--- src/rtl/mem_access_stage_if.sv ---
// Data-memory bus of the MEM stage: req/gnt request phase, rvalid/rdata
// response phase. master = the pipeline stage, slave = the memory.
interface mem_access_stage_if;
   logic        dmem_req_o;
   logic        dmem_we_o;
   logic [31:0] dmem_addr_o;
   logic [31:0] dmem_wdata_o;
   logic [3:0]  dmem_be_o;
   logic        dmem_gnt_i;
   logic        dmem_rvalid_i;
   logic [31:0] dmem_rdata_i;

   modport master (
      output dmem_req_o, dmem_we_o, dmem_addr_o, dmem_wdata_o, dmem_be_o,
      input  dmem_gnt_i, dmem_rvalid_i, dmem_rdata_i
   );

   modport slave (
      input  dmem_req_o, dmem_we_o, dmem_addr_o, dmem_wdata_o, dmem_be_o,
      output dmem_gnt_i, dmem_rvalid_i, dmem_rdata_i
   );
endinterface

--- src/rtl/mem_access_stage.sv ---
// Memory-access stage of the in-order RISC-V core.
// Runs loads/stores on the req/gnt/rvalid bus, formats load data and stalls
// upstream while a transaction is in flight. TIMEOUT > 0 aborts a stuck
// REQ/RESP phase after TIMEOUT cycles with a one-cycle bus_err_o pulse.
// Optional build macro MISALIGN_TRAP_EN: adds misalign_o and traps
// misaligned halfword/word accesses instead of silently aligning them.
module mem_access_stage #(
   parameter int unsigned TIMEOUT = 0
) (
   input  logic               clk,
   input  logic               rst,
   input  logic [31:0]        alu_out_i,
   input  logic [31:0]        store_data_i,
   input  logic [6:0]         opcode_i,
   input  logic [2:0]         funct3_i,
   input  logic [6:0]         funct7_i,
   input  logic [4:0]         rd_i,
   output logic               stall_o,
   mem_access_stage_if.master dmem,
   output logic               bus_err_o,
   output logic [31:0]        alu_out_o,
   output logic [6:0]         opcode_o,
   output logic [2:0]         funct3_o,
   output logic [6:0]         funct7_o,
   output logic [4:0]         rd_o,
   output logic [31:0]        load_out_o
`ifdef MISALIGN_TRAP_EN
   ,
   output logic               misalign_o
`endif
);

   localparam logic [6:0] OP_LOAD  = 7'b0000011;
   localparam logic [6:0] OP_STORE = 7'b0100011;
   // addi x0, x0, 0
   localparam logic [6:0] NOP_OP   = 7'b0010011;
   localparam logic [2:0] NOP_F3   = 3'b000;
   localparam logic [6:0] NOP_F7   = 7'b0000000;

   typedef enum logic [1:0] {S_IDLE, S_REQ, S_RESP, S_DONE} state_t;

   state_t      r_state;
   logic [31:0] r_addr;
   logic [31:0] r_sdata;
   logic [31:0] r_load;
   logic [31:0] r_cnt;
   logic [6:0]  r_op;
   logic [6:0]  r_f7;
   logic [2:0]  r_f3;
   logic [4:0]  r_rd;
   logic        r_we;
   logic        r_err;

   logic        w_is_mem;
   logic        w_timeout;
   logic        w_trap;
   logic [7:0]  w_byte;
   logic [15:0] w_half;
   logic [31:0] w_fmt;

`ifdef MISALIGN_TRAP_EN
   logic        r_mis;
   logic        w_mis_in;

   assign w_mis_in = ((funct3_i[1:0] == 2'b01) && alu_out_i[0]) ||
                     (funct3_i[1] && (alu_out_i[1:0] != 2'b00));
   assign w_trap     = r_err | r_mis;
   assign misalign_o = (r_state == S_DONE) && r_mis;
`else
   assign w_trap = r_err;
`endif

   assign w_is_mem  = (opcode_i == OP_LOAD) || (opcode_i == OP_STORE);
   assign w_timeout = (TIMEOUT != 0) && (r_cnt == 32'(TIMEOUT - 1));
   assign stall_o   = (r_state != S_IDLE);
   assign bus_err_o = (r_state == S_DONE) && r_err;

   // Load formatting: pick byte/halfword lane by held address, then extend
   always_comb begin
      w_byte = 8'(dmem.dmem_rdata_i >> {r_addr[1:0], 3'b000});
      w_half = r_addr[1] ? dmem.dmem_rdata_i[31:16] : dmem.dmem_rdata_i[15:0];
      case (r_f3)
         3'b000:  w_fmt = {{24{w_byte[7]}}, w_byte};
         3'b100:  w_fmt = {24'b0, w_byte};
         3'b001:  w_fmt = {{16{w_half[15]}}, w_half};
         3'b101:  w_fmt = {16'b0, w_half};
         default: w_fmt = dmem.dmem_rdata_i;
      endcase
   end

   // Bus drive: only in REQ, sourced from hold registers so it is stable until gnt
   always_comb begin
      dmem.dmem_req_o   = 1'b0;
      dmem.dmem_we_o    = 1'b0;
      dmem.dmem_addr_o  = '0;
      dmem.dmem_wdata_o = '0;
      dmem.dmem_be_o    = '0;
      if (r_state == S_REQ) begin
         dmem.dmem_req_o  = 1'b1;
         dmem.dmem_we_o   = r_we;
         dmem.dmem_addr_o = {r_addr[31:2], 2'b00};
         case (r_f3[1:0])
            2'b00: begin
               dmem.dmem_wdata_o = {4{r_sdata[7:0]}};
               dmem.dmem_be_o    = 4'b0001 << r_addr[1:0];
            end
            2'b01: begin
               dmem.dmem_wdata_o = {2{r_sdata[15:0]}};
               dmem.dmem_be_o    = r_addr[1] ? 4'b1100 : 4'b0011;
            end
            default: begin
               dmem.dmem_wdata_o = r_sdata;
               dmem.dmem_be_o    = 4'b1111;
            end
         endcase
      end
   end

   // WB outputs: IDLE passes non-memory ops through, DONE presents the held op, else bubble
   always_comb begin
      alu_out_o  = '0;
      opcode_o   = NOP_OP;
      funct3_o   = NOP_F3;
      funct7_o   = NOP_F7;
      rd_o       = '0;
      load_out_o = '0;
      if ((r_state == S_IDLE) && !w_is_mem) begin
         alu_out_o = alu_out_i;
         opcode_o  = opcode_i;
         funct3_o  = funct3_i;
         funct7_o  = funct7_i;
         rd_o      = rd_i;
      end else if ((r_state == S_DONE) && !w_trap) begin
         alu_out_o  = r_addr;
         opcode_o   = r_op;
         funct3_o   = r_f3;
         funct7_o   = r_f7;
         rd_o       = r_rd;
         load_out_o = r_load;
      end
   end

   // Transaction FSM with hold registers and REQ/RESP timeout counter
   always_ff @(posedge clk or posedge rst) begin
      if (rst) begin
         r_state <= S_IDLE;
         r_addr  <= '0;
         r_sdata <= '0;
         r_load  <= '0;
         r_cnt   <= '0;
         r_op    <= '0;
         r_f7    <= '0;
         r_f3    <= '0;
         r_rd    <= '0;
         r_we    <= 1'b0;
         r_err   <= 1'b0;
`ifdef MISALIGN_TRAP_EN
         r_mis   <= 1'b0;
`endif
      end else begin
         case (r_state)
            S_IDLE: begin
               if (w_is_mem) begin
                  r_addr  <= alu_out_i;
                  r_sdata <= store_data_i;
                  r_op    <= opcode_i;
                  r_f3    <= funct3_i;
                  r_f7    <= funct7_i;
                  r_rd    <= rd_i;
                  r_we    <= (opcode_i == OP_STORE);
                  r_load  <= '0;
                  r_err   <= 1'b0;
                  r_cnt   <= '0;
`ifdef MISALIGN_TRAP_EN
                  r_mis   <= w_mis_in;
                  r_state <= w_mis_in ? S_DONE : S_REQ;
`else
                  r_state <= S_REQ;
`endif
               end
            end
            S_REQ: begin
               if (dmem.dmem_gnt_i) begin
                  r_cnt   <= '0;
                  r_state <= r_we ? S_DONE : S_RESP;
               end else if (w_timeout) begin
                  r_err   <= 1'b1;
                  r_state <= S_DONE;
               end else begin
                  r_cnt <= r_cnt + 32'd1;
               end
            end
            S_RESP: begin
               if (dmem.dmem_rvalid_i) begin
                  r_load  <= w_fmt;
                  r_state <= S_DONE;
               end else if (w_timeout) begin
                  r_err   <= 1'b1;
                  r_state <= S_DONE;
               end else begin
                  r_cnt <= r_cnt + 32'd1;
               end
            end
            default: r_state <= S_IDLE;
         endcase
      end
   end

endmodule

--- src/flat_wrapper.sv ---
// flat-port wrapper written by rule: the top's interface ports become plain ports
module mem_access_stage_flat 
#(
   parameter int unsigned TIMEOUT = 0
)
  (clk, rst, alu_out_i, store_data_i, opcode_i, funct3_i, funct7_i, rd_i, stall_o, bus_err_o, alu_out_o, opcode_o, funct3_o, funct7_o, rd_o, load_out_o, dmem_dmem_req_o, dmem_dmem_we_o, dmem_dmem_addr_o, dmem_dmem_wdata_o, dmem_dmem_be_o, dmem_dmem_gnt_i, dmem_dmem_rvalid_i, dmem_dmem_rdata_i);
  mem_access_stage_if dmem_i ();
  input  logic clk;
  input  logic rst;
  input  logic [31:0] alu_out_i;
  input  logic [31:0] store_data_i;
  input  logic [6:0] opcode_i;
  input  logic [2:0] funct3_i;
  input  logic [6:0] funct7_i;
  input  logic [4:0] rd_i;
  output logic stall_o;
  output logic bus_err_o;
  output logic [31:0] alu_out_o;
  output logic [6:0] opcode_o;
  output logic [2:0] funct3_o;
  output logic [6:0] funct7_o;
  output logic [4:0] rd_o;
  output logic [31:0] load_out_o;
  output wire logic [$bits(dmem_i.dmem_req_o)-1:0] dmem_dmem_req_o;
  output wire logic [$bits(dmem_i.dmem_we_o)-1:0] dmem_dmem_we_o;
  output wire logic [$bits(dmem_i.dmem_addr_o)-1:0] dmem_dmem_addr_o;
  output wire logic [$bits(dmem_i.dmem_wdata_o)-1:0] dmem_dmem_wdata_o;
  output wire logic [$bits(dmem_i.dmem_be_o)-1:0] dmem_dmem_be_o;
  input wire logic [$bits(dmem_i.dmem_gnt_i)-1:0] dmem_dmem_gnt_i;
  input wire logic [$bits(dmem_i.dmem_rvalid_i)-1:0] dmem_dmem_rvalid_i;
  input wire logic [$bits(dmem_i.dmem_rdata_i)-1:0] dmem_dmem_rdata_i;
  assign dmem_dmem_req_o = dmem_i.dmem_req_o;
  assign dmem_dmem_we_o = dmem_i.dmem_we_o;
  assign dmem_dmem_addr_o = dmem_i.dmem_addr_o;
  assign dmem_dmem_wdata_o = dmem_i.dmem_wdata_o;
  assign dmem_dmem_be_o = dmem_i.dmem_be_o;
  assign dmem_i.dmem_gnt_i = dmem_dmem_gnt_i;
  assign dmem_i.dmem_rvalid_i = dmem_dmem_rvalid_i;
  assign dmem_i.dmem_rdata_i = dmem_dmem_rdata_i;
  mem_access_stage #(.TIMEOUT(TIMEOUT)) u_core (.clk(clk), .rst(rst), .alu_out_i(alu_out_i), .store_data_i(store_data_i), .opcode_i(opcode_i), .funct3_i(funct3_i), .funct7_i(funct7_i), .rd_i(rd_i), .stall_o(stall_o), .dmem(dmem_i), .bus_err_o(bus_err_o), .alu_out_o(alu_out_o), .opcode_o(opcode_o), .funct3_o(funct3_o), .funct7_o(funct7_o), .rd_o(rd_o), .load_out_o(load_out_o));
endmodule
--- config.mk ---
export PLATFORM = sky130hd
export DESIGN_NAME = mem_access_stage_flat
export DESIGN_NICKNAME = d
export VERILOG_FILES = /design/src/rtl/mem_access_stage_if.sv /design/src/rtl/mem_access_stage.sv /design/src/flat_wrapper.sv
export SDC_FILE = /design/constraint.sdc
export NUM_CORES = 1
export LEC_CHECK = 0
export BUFFER_PORTS_ARGS = -buffer_cell sky130_fd_sc_hd__buf_2
export CAP_MARGIN = 10
export CELL_PAD_IN_SITES_DETAIL_PLACEMENT = 1
export CELL_PAD_IN_SITES_GLOBAL_PLACEMENT = 2
export CORE_ASPECT_RATIO = 1.25
export CORE_UTILIZATION = 32
export CTS_BUF_LIST = sky130_fd_sc_hd__clkbuf_8
export DETAILED_ROUTE_END_ITERATION = 8
export HOLD_SLACK_MARGIN = 0.1
export PLACE_DENSITY_LB_ADDON = 0.1
export SYNTH_ARGS = -nofsm -noshare
export SYNTH_HDL_FRONTEND = slang
export SYNTH_SLANG_ARGS = --single-unit
export TNS_END_PERCENT = 20
--- constraint.sdc ---
create_clock -name clk -period 7.9 [get_ports clk]
set_input_delay 0.79 -clock clk [delete_from_list [all_inputs] [get_ports clk]]
set_output_delay 0.79 -clock clk [all_outputs]
set_load 0.005 [all_outputs]
==> key figures, run 1 <==
Outcome
  • Status: complete, no violations

Placement
  • Dpl cell area: 8646 µm²
  • Final HPWL DP: 16.93 mm
  • Dpl cells: 1254
  • RD Place Congestion: 0.7478
  • Pre-CTS WS: 4.215 ns
  • # port buffers: roughly 280

Floorplanning
  • Ports: 280
  • Die W: 135.3 µm
  • Core footprint: 21700 µm²
  • Initial Utilization: 32.78%
  • Die area: 22830 µm²
  • Cell Rows: 60
  • Die Y: 168.7 µm

Synthesis
  • Sequential-to-total area share from yosys stat: 42.58%
  • Asr flop ratio synth: 100.0%
  • Syn_area_per_cell: 9.432 µm²
  • Area leader, netlist: dfrtp_1
  • Yosys reg bits: 121
  • Number of synthesized flops with an enable pin: 0
  • Mapped Cells: 754
  • Commonest cells post-synth: nand2_1, dfrtp_1, mux2_2
  • Top FF cell, synth: dfrtp_1
  • Yosys cell types: 42
  • Ys Warns: 0
  • Yosys top cell area share: 42.58%
  • Synth top area cells: dfrtp_1, mux2_2, nand2_1, mux2i_1, and2_1
  • Syn Std Cell Area: roughly 7100 µm²
  • Most common cell in the synthesized netlist: nand2_1

Critical path
  • Crit path DAT: just over 3 ns
  • CP top delay family: buffers and inverters
  • Worst Setup Path Type: flop to output port
  • Crit end category: output port
  • CP max-delay cell: a21oi_4
  • Buf/Inv on CP: 4
  • CP Launch Type: flop
  • Data required, critical path: ~7 ns
  • Cells along the critical path: inv_1, ha_1, inv_1, a21oi_4, buf_4, o21ai_0, buf_2
  • CP Max Fanout: 31
  • Most frequent CP cell: inv_1
  • Critical path's largest stage delay: 0.60 ns

Global routing
  • Remaining global-route overflow: 0
  • Initial antenna violation count: 3
  • Number of global-route vias before repair: 6921
  • GRT Total Usage: 22.04%
  • Largest net degree at the start of global routing: 71
  • First-pass GRT wire length: 38.98 mm

STA
  • Worst-Margin Slew: approximately 0.93 ns
  • Setup Skew: 0.01555 ns
  • FMAX: around 0.26 GHz
  • Slew Limit Fails: 0
  • # setup viols final: 0
  • Hold_ws: 0.4473 ns
  • Setup TNS: 0 ns
  • Fin. Hold Viols: 0
  • RSZ-0062 raised after global routing: no
  • PnR worst setup slack: 4.018 ns
  • Final period util: 49.14%
  • Final period demand of the worst path: approximately 3.9 ns
  • Slew headroom: 37.96%

Drt
  • Met3 wire length: 1.654 mm
  • Met2 routed wirelength: 11.83 mm
  • First-pass detailed-route iteration total: 6
  • DR top layer: met4
  • Routed vias: 6475
  • # DRC: 0
  • Total Wirelength: about 24 mm
  • M1 WL: 10.67 mm
  • Initial DRC Count: around 310
  • Wire per inst: 18.97 µm
  • Antenna Violating Nets Remaining: 0
  • Vias per cell: 5.027

Power
  • PwrDens: 302.0 nW/µm²
  • Worst vdd ir: 0.1493 mV
  • Leakage: 4.974 nW

Final layout
  • Fin area: 9064 µm²
  • Layout area overhead: 27.45%
  • Layout Cells excl Fill: 1288
  • Final #Nets: ~1100
  • Layout cells sized above 1: 42.30%

CTS
  • Clock sinks: 121
  • Clock Path Buffers: 2
  • Postcts setup bufs: 0
  • Inserted Clock Buffers: 17
  • Clock transition at the registers of the reported paths: 0.08 ns
  • Worst skew pair latency: 0.45 ns
  • H-tree levels: 4
  • Hold_buf cts: 0
  • CTS tree: built
  • Post-cts repair resize count: 0
  • Root buf cell: clkbuf_8

Worst hold path
  • Worst hold path class: flop to flop

Run
  • Max Cap Viol: 0
-- through the flow --
stage / utilization (%) / total power (W)
floorplan: - / 0.001702
detailed placement: 39.85 / 0.002183
finish: 41.78 / 0.002738
global route: 41.78 / 0.002959
global placement: 39.85 / 0.002172
CTS: 41.75 / 0.002792
-- worst paths after layout --
path                            slack (ns)                 to               from  cells past startpoint
worst max-delay path                  4.02        opcode_o[6]  u_core.r_state[1]                      7
worst min-delay path                  0.45     u_core.r_op[0]     u_core.r_op[0]                      2
worst max register to register        5.04  u_core.r_state[0]  u_core.r_state[0]                      7
worst min register to register        0.45     u_core.r_op[0]     u_core.r_op[0]                      2
max in group asynchronous             6.06     u_core.r_op[6]                rst                      3
min in group asynchronous             0.56   u_core.r_addr[6]                rst                      2
-- cells in the final DEF (no fill, tap or decap), types with 17 or more instances in the layout --
cell,netlist,final
dfrtp_1,121,121
o21ai_0,51,51
nand3_1,49,49
mux2_2,84,84
clkbuf_8,0,17
mux2i_1,32,32
buf_2,17,276
and2_1,45,45
and3_1,32,32
nand2_1,130,130
nor2_1,24,24
-- tightest hold or removal path: stages (launching register included) --
cell and delay [ns]:
dfrtp_1 0.33, inv_1 0.05, nand2_1 0.05
-- sequential cells by signal (all words and copies together) (netlist names) --
| signal | count |
|---|---|
| u_core.r_load | 32 |
| u_core.r_state | 2 |
| u_core.r_op | 7 |
| u_core.r_addr | 32 |
| u_core.r_f3 | 3 |
| u_core.r_rd | 5 |
| u_core.r_sdata | 32 |
| u_core.r_we | 1 |
| u_core.r_f7 | 7 |
-- cell families after synthesis --
kind of cell / synth area share (%)
adder cells (fa/ha/maj): 0.8797
multiplexers: 18.12
AND/OR/NAND/NOR: 21.43
other: 0.05273
flip-flops: 42.58
AO/OA/AOI/OAI: 11.95
buffers and inverters: 4.996
-- metal layers --
layer,up-vias,GRT usage (%)
met5,-,0
met4,0,6.009
met3,23,6.439
met2,194,35.74
met1,3183,28.39
li1,3075,-
-- report_power, final --
part           internal, W  total, W  switching, W  leakage [nW]
logic             0.000480   0.00123      0.000755          3.16
clock network     0.000312  0.000594      0.000282         0.203
registers         0.000783  0.000909      0.000125          1.61
total              0.00158   0.00274       0.00116          4.97
-- layout make-up --
class	count	area, µm²
fill	2587	12630
multi-input combinational	557	3761
sequential	121	3028
timing repair buffer	288	1471
tap	279	349.1
clock buffer	17	234.0
clock inverter	15	178.9
inverter	9	36.28
antenna	2	5.005
Power figures use the tool's default switching activity.
==> run 2: changes to the inputs <==
--- a/config.mk
+++ b/config.mk
@@ -10,7 +10,7 @@
 export CELL_PAD_IN_SITES_DETAIL_PLACEMENT = 1
 export CELL_PAD_IN_SITES_GLOBAL_PLACEMENT = 2
 export CORE_ASPECT_RATIO = 1.25
-export CORE_UTILIZATION = 32
+export CORE_UTILIZATION = 26
 export CTS_BUF_LIST = sky130_fd_sc_hd__clkbuf_8
 export DETAILED_ROUTE_END_ITERATION = 8
 export HOLD_SLACK_MARGIN = 0.1
==> constraint.sdc (replaced) <==
create_clock -name clk -period 3.2 [get_ports clk]
set_input_delay 0.32 -clock clk [delete_from_list [all_inputs] [get_ports clk]]
set_output_delay 0.32 -clock clk [all_outputs]
set_load 0.005 [all_outputs]
==> run 2 against run 1 <==
Die area rose by 23%. Sequential share of layout area fell by 2.9 points. Clock power rose by 140%. First-iteration DRC count fell by 32%.
==> key figures, run 2 (synthesis results as in run 1) <==
Final layout
  • Most frequent cells in the layout: buf_2, nand2_1, dfrtp_1 (unchanged)
  • Layout Cells excl Fill: 1425 (was 1288)
  • Largest regs: u_core.r_addr: 32 flops, u_core.r_load: 32 flops, u_core.r_sdata: 32 flops (unchanged)
  • Diodes inserted: 0 (was 2)
  • Layout area overhead: 39.53% (was 27.45%)
  • Filler instances: 3217 (was 2587)
  • Reg area: 3028 µm² (unchanged)
  • Footprint of the multi-input gates: 3761 µm² (unchanged)
  • Most common cell after layout, fill and taps aside: buf_2 (unchanged)
  • Final #Nets: 1196 (was 1121)
  • Layout cells sized above 1: 40.46% (was 42.30%)

CTS
  • H-tree levels: 4 (unchanged)
  • Hold_buf cts: 62 (was 0)
  • Postcts setup bufs: 0 (unchanged)
  • Post-cts repair resize count: 0 (unchanged)
  • Root buf cell: clkbuf_8 (unchanged)
  • Clock sinks: 121 (unchanged)
  • Inserted Clock Buffers: 17 (unchanged)
  • Clock Path Buffers: 2 (unchanged)
  • Worst skew pair latency: 0.44 ns (was 0.45 ns)
  • Clock transition at the registers of the reported paths: 0.08 ns (about the same)
  • CTS tree: built (unchanged)

Placement
  • Final HPWL DP: 18.90 mm (was 16.93 mm)
  • Dpl cells: 1333 (was 1254)
  • RD Place Congestion: 0.7637 (was 0.7478)
  • # port buffers: 276 (unchanged)
  • Pre-CTS WS: 0.4501 ns (was 4.215 ns)

Worst hold path
  • Worst hold path class: primary input to flop (was flop to flop)
  • Hold path start: funct3_i[2] (was u_core.r_op[0])
  • Hold endpoint: u_core.r_f3[2] (was u_core.r_op[0])
  • Hold path depth: 2 (unchanged)

Critical path
  • Buf/Inv on CP: 4 (unchanged)
  • Critical path's largest stage delay: 0.44 ns (was 0.60 ns)
  • Crit end category: output port (unchanged)
  • Worst Setup Path Type: flop to output port (unchanged)
  • Reg2reg setup slack: 0.44 ns (was 5.04 ns)
  • Crit path DAT: 2.64 ns (was 3.09 ns)
  • CP Max Fanout: 38 (was 31)
  • CP top delay family: buffers and inverters (unchanged)
  • CP max-delay cell: dfrtp_1 (was a21oi_4)
  • CP Launch Type: flop (unchanged)
  • RR Endpoint: u_core.r_load[7] (was u_core.r_state[0])
  • R2R Path Start: u_core.r_state[0] (unchanged)
  • Worst reg2reg path depth: 7 (unchanged)
  • Data required, critical path: 2.88 ns (was 7.11 ns)
  • Cells along the critical path: inv_1, ha_1, inv_1, a21oi_4, buf_12, nand2_1, nand2_1, buf_2 (was inv_1, ha_1, inv_1, a21oi_4, buf_4, o21ai_0, buf_2)

STA
  • Slew Limit Fails: 0 (unchanged)
  • FMAX: 0.3377 GHz
  • RSZ-0062 raised after global routing: no (unchanged)
  • Final period demand of the worst path: 2.962 ns
  • Setup TNS: 0 ns (unchanged)
  • Slew headroom: 51.25% (was 37.96%)
  • Worst-Margin Slew: 0.7312 ns (was 0.9306 ns)
  • Hold_ws: 0.1441 ns (was 0.4473 ns)
  • Final period util: around 93%
  • Fin. Hold Viols: 0 (unchanged)
  • # setup viols final: 0 (unchanged)
  • Setup Skew: 0.02283 ns (was 0.01555 ns)
  • PnR worst setup slack: 0.2384 ns (was 4.018 ns)

Power
  • Worst vdd ir: 0.2889 mV (was 0.1493 mV)
  • Total power draw: 0.006981 W (was 0.002738 W)
  • PwrDens: 703.5 nW/µm² (was 302.0 nW/µm²)
  • Leakage: 5.318 nW (was 4.974 nW)

Floorplanning
  • Cell Rows: 67 (was 60)
  • Ports: 280 (unchanged)
  • Die Y: 186.9 µm (was 168.7 µm)
  • Initial Utilization: 26.51% (was 32.78%)
  • Core footprint: 26830 µm² (was 21700 µm²)
  • Die W: 149.9 µm (was 135.3 µm)
  • Die area: 28020 µm² (was 22830 µm²)

Run
  • Max Cap Viol: 0 (unchanged)

Global routing
  • Initial antenna violation count: 0 (was 3)
  • Remaining global-route overflow: 0 (unchanged)
  • Number of global-route vias before repair: 7292 (was 6921)
  • GRT Total Usage: 19.74% (was 22.04%)
  • Largest net degree at the start of global routing: 78 (was 71)
  • First-pass GRT wire length: 42.37 mm (was 38.98 mm)

Drt
  • First-pass detailed-route iteration total: 4 (was 6)
  • Initial DRC Count: 209 (was 309)
  • Vias per cell: 4.740 (was 5.027)
  • # DRC: 0 (unchanged)
  • Total Wirelength: 27.01 mm (was 24.43 mm)
  • Wire per inst: 18.96 µm (was 18.97 µm)
  • Antenna Violating Nets Remaining: 0 (unchanged)
  • Routed vias: 6755 (was 6475)

Outcome
  • Status: complete, no violations (unchanged)
[run 2: cell count changes in the layout (fill, tap and decap cells not counted), sizes merged, moves of 2 or more]
cell	previous run	this run
clkbuf	17	21
diode	2	0
buf	288	301
inv	11	9
clkinv	7	4
dlygate4sd3	0	62
[run 2: per-stage QoR]
step           cell area (µm²)  utilization [%]
2_1_floorplan             7123                -
3_3_place_gp              8915            33.23
3_5_place_dp              8915            33.23
4_1_cts                   9923            36.99
5_1_grt                   9923            36.99
6_report                  9923            36.99
[run 2: worst max path at each step]
stage	startpoint	endpoint	slack, ns	cells past startpoint
4_1_cts	u_core.r_state[0]	opcode_o[5]	0.18	8
3_5_place_dp	u_core.r_state[0]	u_core.r_load[7]	0.45	7
2_1_floorplan	u_core.r_state[0]	alu_out_o[10]	1.21	9
6_report	u_core.r_state[0]	alu_out_o[1]	0.24	8
5_1_grt	u_core.r_state[0]	alu_out_o[18]	0.009	8
3_3_place_gp	u_core.r_state[0]	u_core.r_load[7]	0.45	7
[run 2: layout make-up]
cell class | instances | area share, %
Clock buffer | 21 | 2.913
Clock inverter | 9 | 0.9961
Inverter | 9 | 0.3783
Multi-Input combinational cell | 557 | 37.90
Sequential cell | 121 | 30.51
Tap cell | 345 | 4.350
Timing Repair Buffer | 363 | 22.95
[run 2: where the power goes]
group          internal, W  switching [W]
logic              0.00137        0.00199
clock network     0.000759       0.000647
registers          0.00194       0.000284
[run 2: metal layers]
| metal | wire length (µm) | vias up | GRT usage (%) |
|---|---|---|---|
| met5 | 0 | - | 0 |
| met2 | 13450 | 186 | 33.58 |
| li1 | - | 3220 | - |
| met3 | 1540 | 18 | 4.805 |
| met4 | 354 | 0 | 4.934 |
| met1 | 11670 | 3331 | 24.73 |
==> run 3: changes to the inputs <==
--- a/config.mk
+++ b/config.mk
@@ -6,10 +6,11 @@
 export NUM_CORES = 1
 export LEC_CHECK = 0
 export BUFFER_PORTS_ARGS = -buffer_cell sky130_fd_sc_hd__buf_2
-export CAP_MARGIN = 10
+export CAP_MARGIN = 40
 export CELL_PAD_IN_SITES_DETAIL_PLACEMENT = 1
 export CELL_PAD_IN_SITES_GLOBAL_PLACEMENT = 2
 export CORE_ASPECT_RATIO = 1.25
+export CORE_MARGIN = 2
 export CORE_UTILIZATION = 26
 export CTS_BUF_LIST = sky130_fd_sc_hd__clkbuf_8
 export DETAILED_ROUTE_END_ITERATION = 8
==> run 3 against run 2 <==
Clock power is 3% lower. Flip-flop and latch count is the same. Total power fell by 1.1%. Critical path depth is the same. Register-to-register slack improved by 0.09 ns. Final cell count up 0.35%. Highest routed layer unchanged. Die area is 2.4% higher. Hold slack got worse by 0.016 ns. Clock skew fell by 0.0087 ns. Global-route usage decreased by 0.94 points.
==> key figures, run 3 (synthesis results as in run 1) <==
Placement
  • # port buffers: 276 (unchanged)
  • RD Place Congestion: 0.7693 (was 0.7637)
  • Final HPWL DP: 19.57 mm (was 18.90 mm)
  • Dpl cell area: 8905 µm² (was 8915 µm²)

Power
  • Leakage: 5.306 nW (was 5.318 nW)
  • PwrDens: 695.9 nW/µm² (was 703.5 nW/µm²)
  • Total power draw: 0.006908 W (was 0.006981 W)
  • Worst vdd ir: 0.2950 mV (was 0.2889 mV)

Floorplanning
  • Cell Rows: 67 (unchanged)
  • Die Y: 188.9 µm (was 186.9 µm)
  • Initial Utilization: 26.51% (unchanged)
  • Core footprint: 26830 µm² (unchanged)
  • Ports: 280 (unchanged)
  • Die W: 151.9 µm (was 149.9 µm)
  • Die area: 28700 µm² (was 28020 µm²)

STA
  • Final period util: 86.47% (was 92.55%)
  • Setup TNS: 0 ns (unchanged)
  • Slew Limit Fails: 0 (unchanged)
  • Worst-Margin Slew: 0.7485 ns (was 0.7312 ns)
  • Final period demand of the worst path: 2.767 ns (was 2.962 ns)
  • FMAX: 0.3614 GHz (was 0.3377 GHz)
  • Setup Skew: 0.01410 ns (was 0.02283 ns)
  • Fin. Hold Viols: 0 (unchanged)
  • Hold_ws: 0.1277 ns (was 0.1441 ns)
  • Slew headroom: 50.10% (was 51.25%)
  • # setup viols final: 0 (unchanged)
  • RSZ-0062 raised after global routing: no (unchanged)

Global routing
  • First-pass GRT wire length: 42.26 mm (was 42.37 mm)
  • Largest net degree at the start of global routing: 83 (was 78)
  • GRT Total Usage: 18.80% (was 19.74%)
  • Number of global-route vias before repair: 7260 (was 7292)
  • Initial antenna violation count: 0 (unchanged)
  • Remaining global-route overflow: 0 (unchanged)

Critical path
  • CP Launch Type: flop (unchanged)
  • Crit end category: output port (unchanged)
  • Worst Setup Path Type: flop to output port (unchanged)
  • Crit path DAT: 2.45 ns (was 2.64 ns)
  • CP Max Fanout: 20 (was 38)
  • Data required, critical path: 2.88 ns (about the same)
  • Worst reg2reg path depth: 7 (unchanged)

Drt
  • Initial DRC Count: 263 (was 209)
  • Wire per inst: 18.88 µm (was 18.96 µm)
  • First-pass detailed-route iteration total: 4 (unchanged)
  • Vias per cell: 4.712 (was 4.740)
  • Routed vias: 6738 (was 6755)
  • Antenna Violating Nets Remaining: 0 (unchanged)
  • Total Wirelength: 27.01 mm (about the same)
  • # DRC: 0 (unchanged)

Final layout
  • Most common cell after layout, fill and taps aside: buf_2 (unchanged)
  • Layout area overhead: 39.58% (was 39.53%)
  • Largest regs: u_core.r_addr: 32 flops, u_core.r_load: 32 flops, u_core.r_sdata: 32 flops (unchanged)
  • Final #Nets: 1200 (was 1196)
  • Layout cells sized above 1: 40.65% (was 40.46%)
  • Most frequent cells in the layout: buf_2, nand2_1, dfrtp_1 (unchanged)
  • Fin area: 9927 µm² (was 9923 µm²)
  • Core Util, Final: 37.01% (was 36.99%)
  • Diodes inserted: 0 (unchanged)

Worst hold path
  • Worst hold path class: primary input to flop (unchanged)
  • Hold path depth: 2 (unchanged)

CTS
  • Root buf cell: clkbuf_8 (unchanged)
  • Clock transition at the registers of the reported paths: 0.08 ns (about the same)
  • Postcts setup bufs: 0 (unchanged)
  • Worst skew pair latency: 0.45 ns (was 0.44 ns)
  • H-tree levels: 4 (unchanged)
  • Clock Path Buffers: 2 (unchanged)
  • Inserted Clock Buffers: 17 (unchanged)
  • Clock sinks: 121 (unchanged)
  • Post-cts repair resize count: 0 (unchanged)
  • CTS tree: built (unchanged)

Outcome
  • Status: complete, no violations (unchanged)

Run
  • Max Cap Viol: 0 (unchanged)
run 3: changes by cell type in the layout (fill, tap and decap cells not counted), sizes merged:
cell	before	now
buf	301	303
bufinv	2	1
clkbuf	21	19
clkinvlp	3	6
dlygate4sd3	62	64
inv	9	10
run 3: worst max-delay path, cell delays in order, from the launching register on:
cell and delay, ns:
dfrtp_1 0.42, inv_1 0.08, ha_1 0.24, inv_1 0.18
a21o_2 0.42, buf_4 0.30, nand3_1 0.11, nand2_1 0.12
buf_2 0.11
run 3: repair_timing:
action | 4_1_cts | 5_1_grt
hold buffers | 63 | 1
endpoints found under the setup margin | 0 | 0
endpoints found under the hold margin | 183 | 1
run 3: per-stage QoR:
step / std cells / setup slack (ns)
final: 1430 / 0.4329
after floorplan: 756 / 1.208
after CTS: 1429 / 0.3934
after global routing: 1430 / 0.2072
after global placement: 1335 / 0.5412
after detailed placement: 1335 / 0.5155
run 3: metal layers:
metal,vias to the layer above,track usage [%],part of all wire (%)
met5,-,0,0
met4,0,3.990,1.1
met3,15,5.264,5.6
met2,181,32.43,50
met1,3311,23.50,44
li1,3231,-,-
run 3: final cells by class:
cell class / count / area (µm²)
Multi-Input combinational cell: 557 / 3761
Tap cell: 345 / 431.7
Timing Repair Buffer: 367 / 2287
Clock inverter: 12 / 120.1
Inverter: 9 / 37.54
Clock buffer: 19 / 261.5
Sequential cell: 121 / 3028
Fill cell: 3197 / 16900
run 3: power by group:
group          switching, W  internal [W]
clock network      0.000707      0.000659
logic               0.00195       0.00135
registers          0.000298       0.00193
total               0.00296       0.00395
run 3: path summary, 6_finish.rpt:
path / start / end / slack [ns]
worst max-delay path: u_core.r_state[0] / alu_out_o[30] / 0.43
worst min-delay path: rd_i[2] / u_core.r_rd[2] / 0.13
worst max register to register: u_core.r_state[0] / u_core.r_load[31] / 0.53
worst min register to register: u_core.r_op[0] / u_core.r_op[0] / 0.46
max in group asynchronous: rst / u_core.r_load[11] / 2.21
min in group asynchronous: rst / u_core.r_addr[3] / 0.28
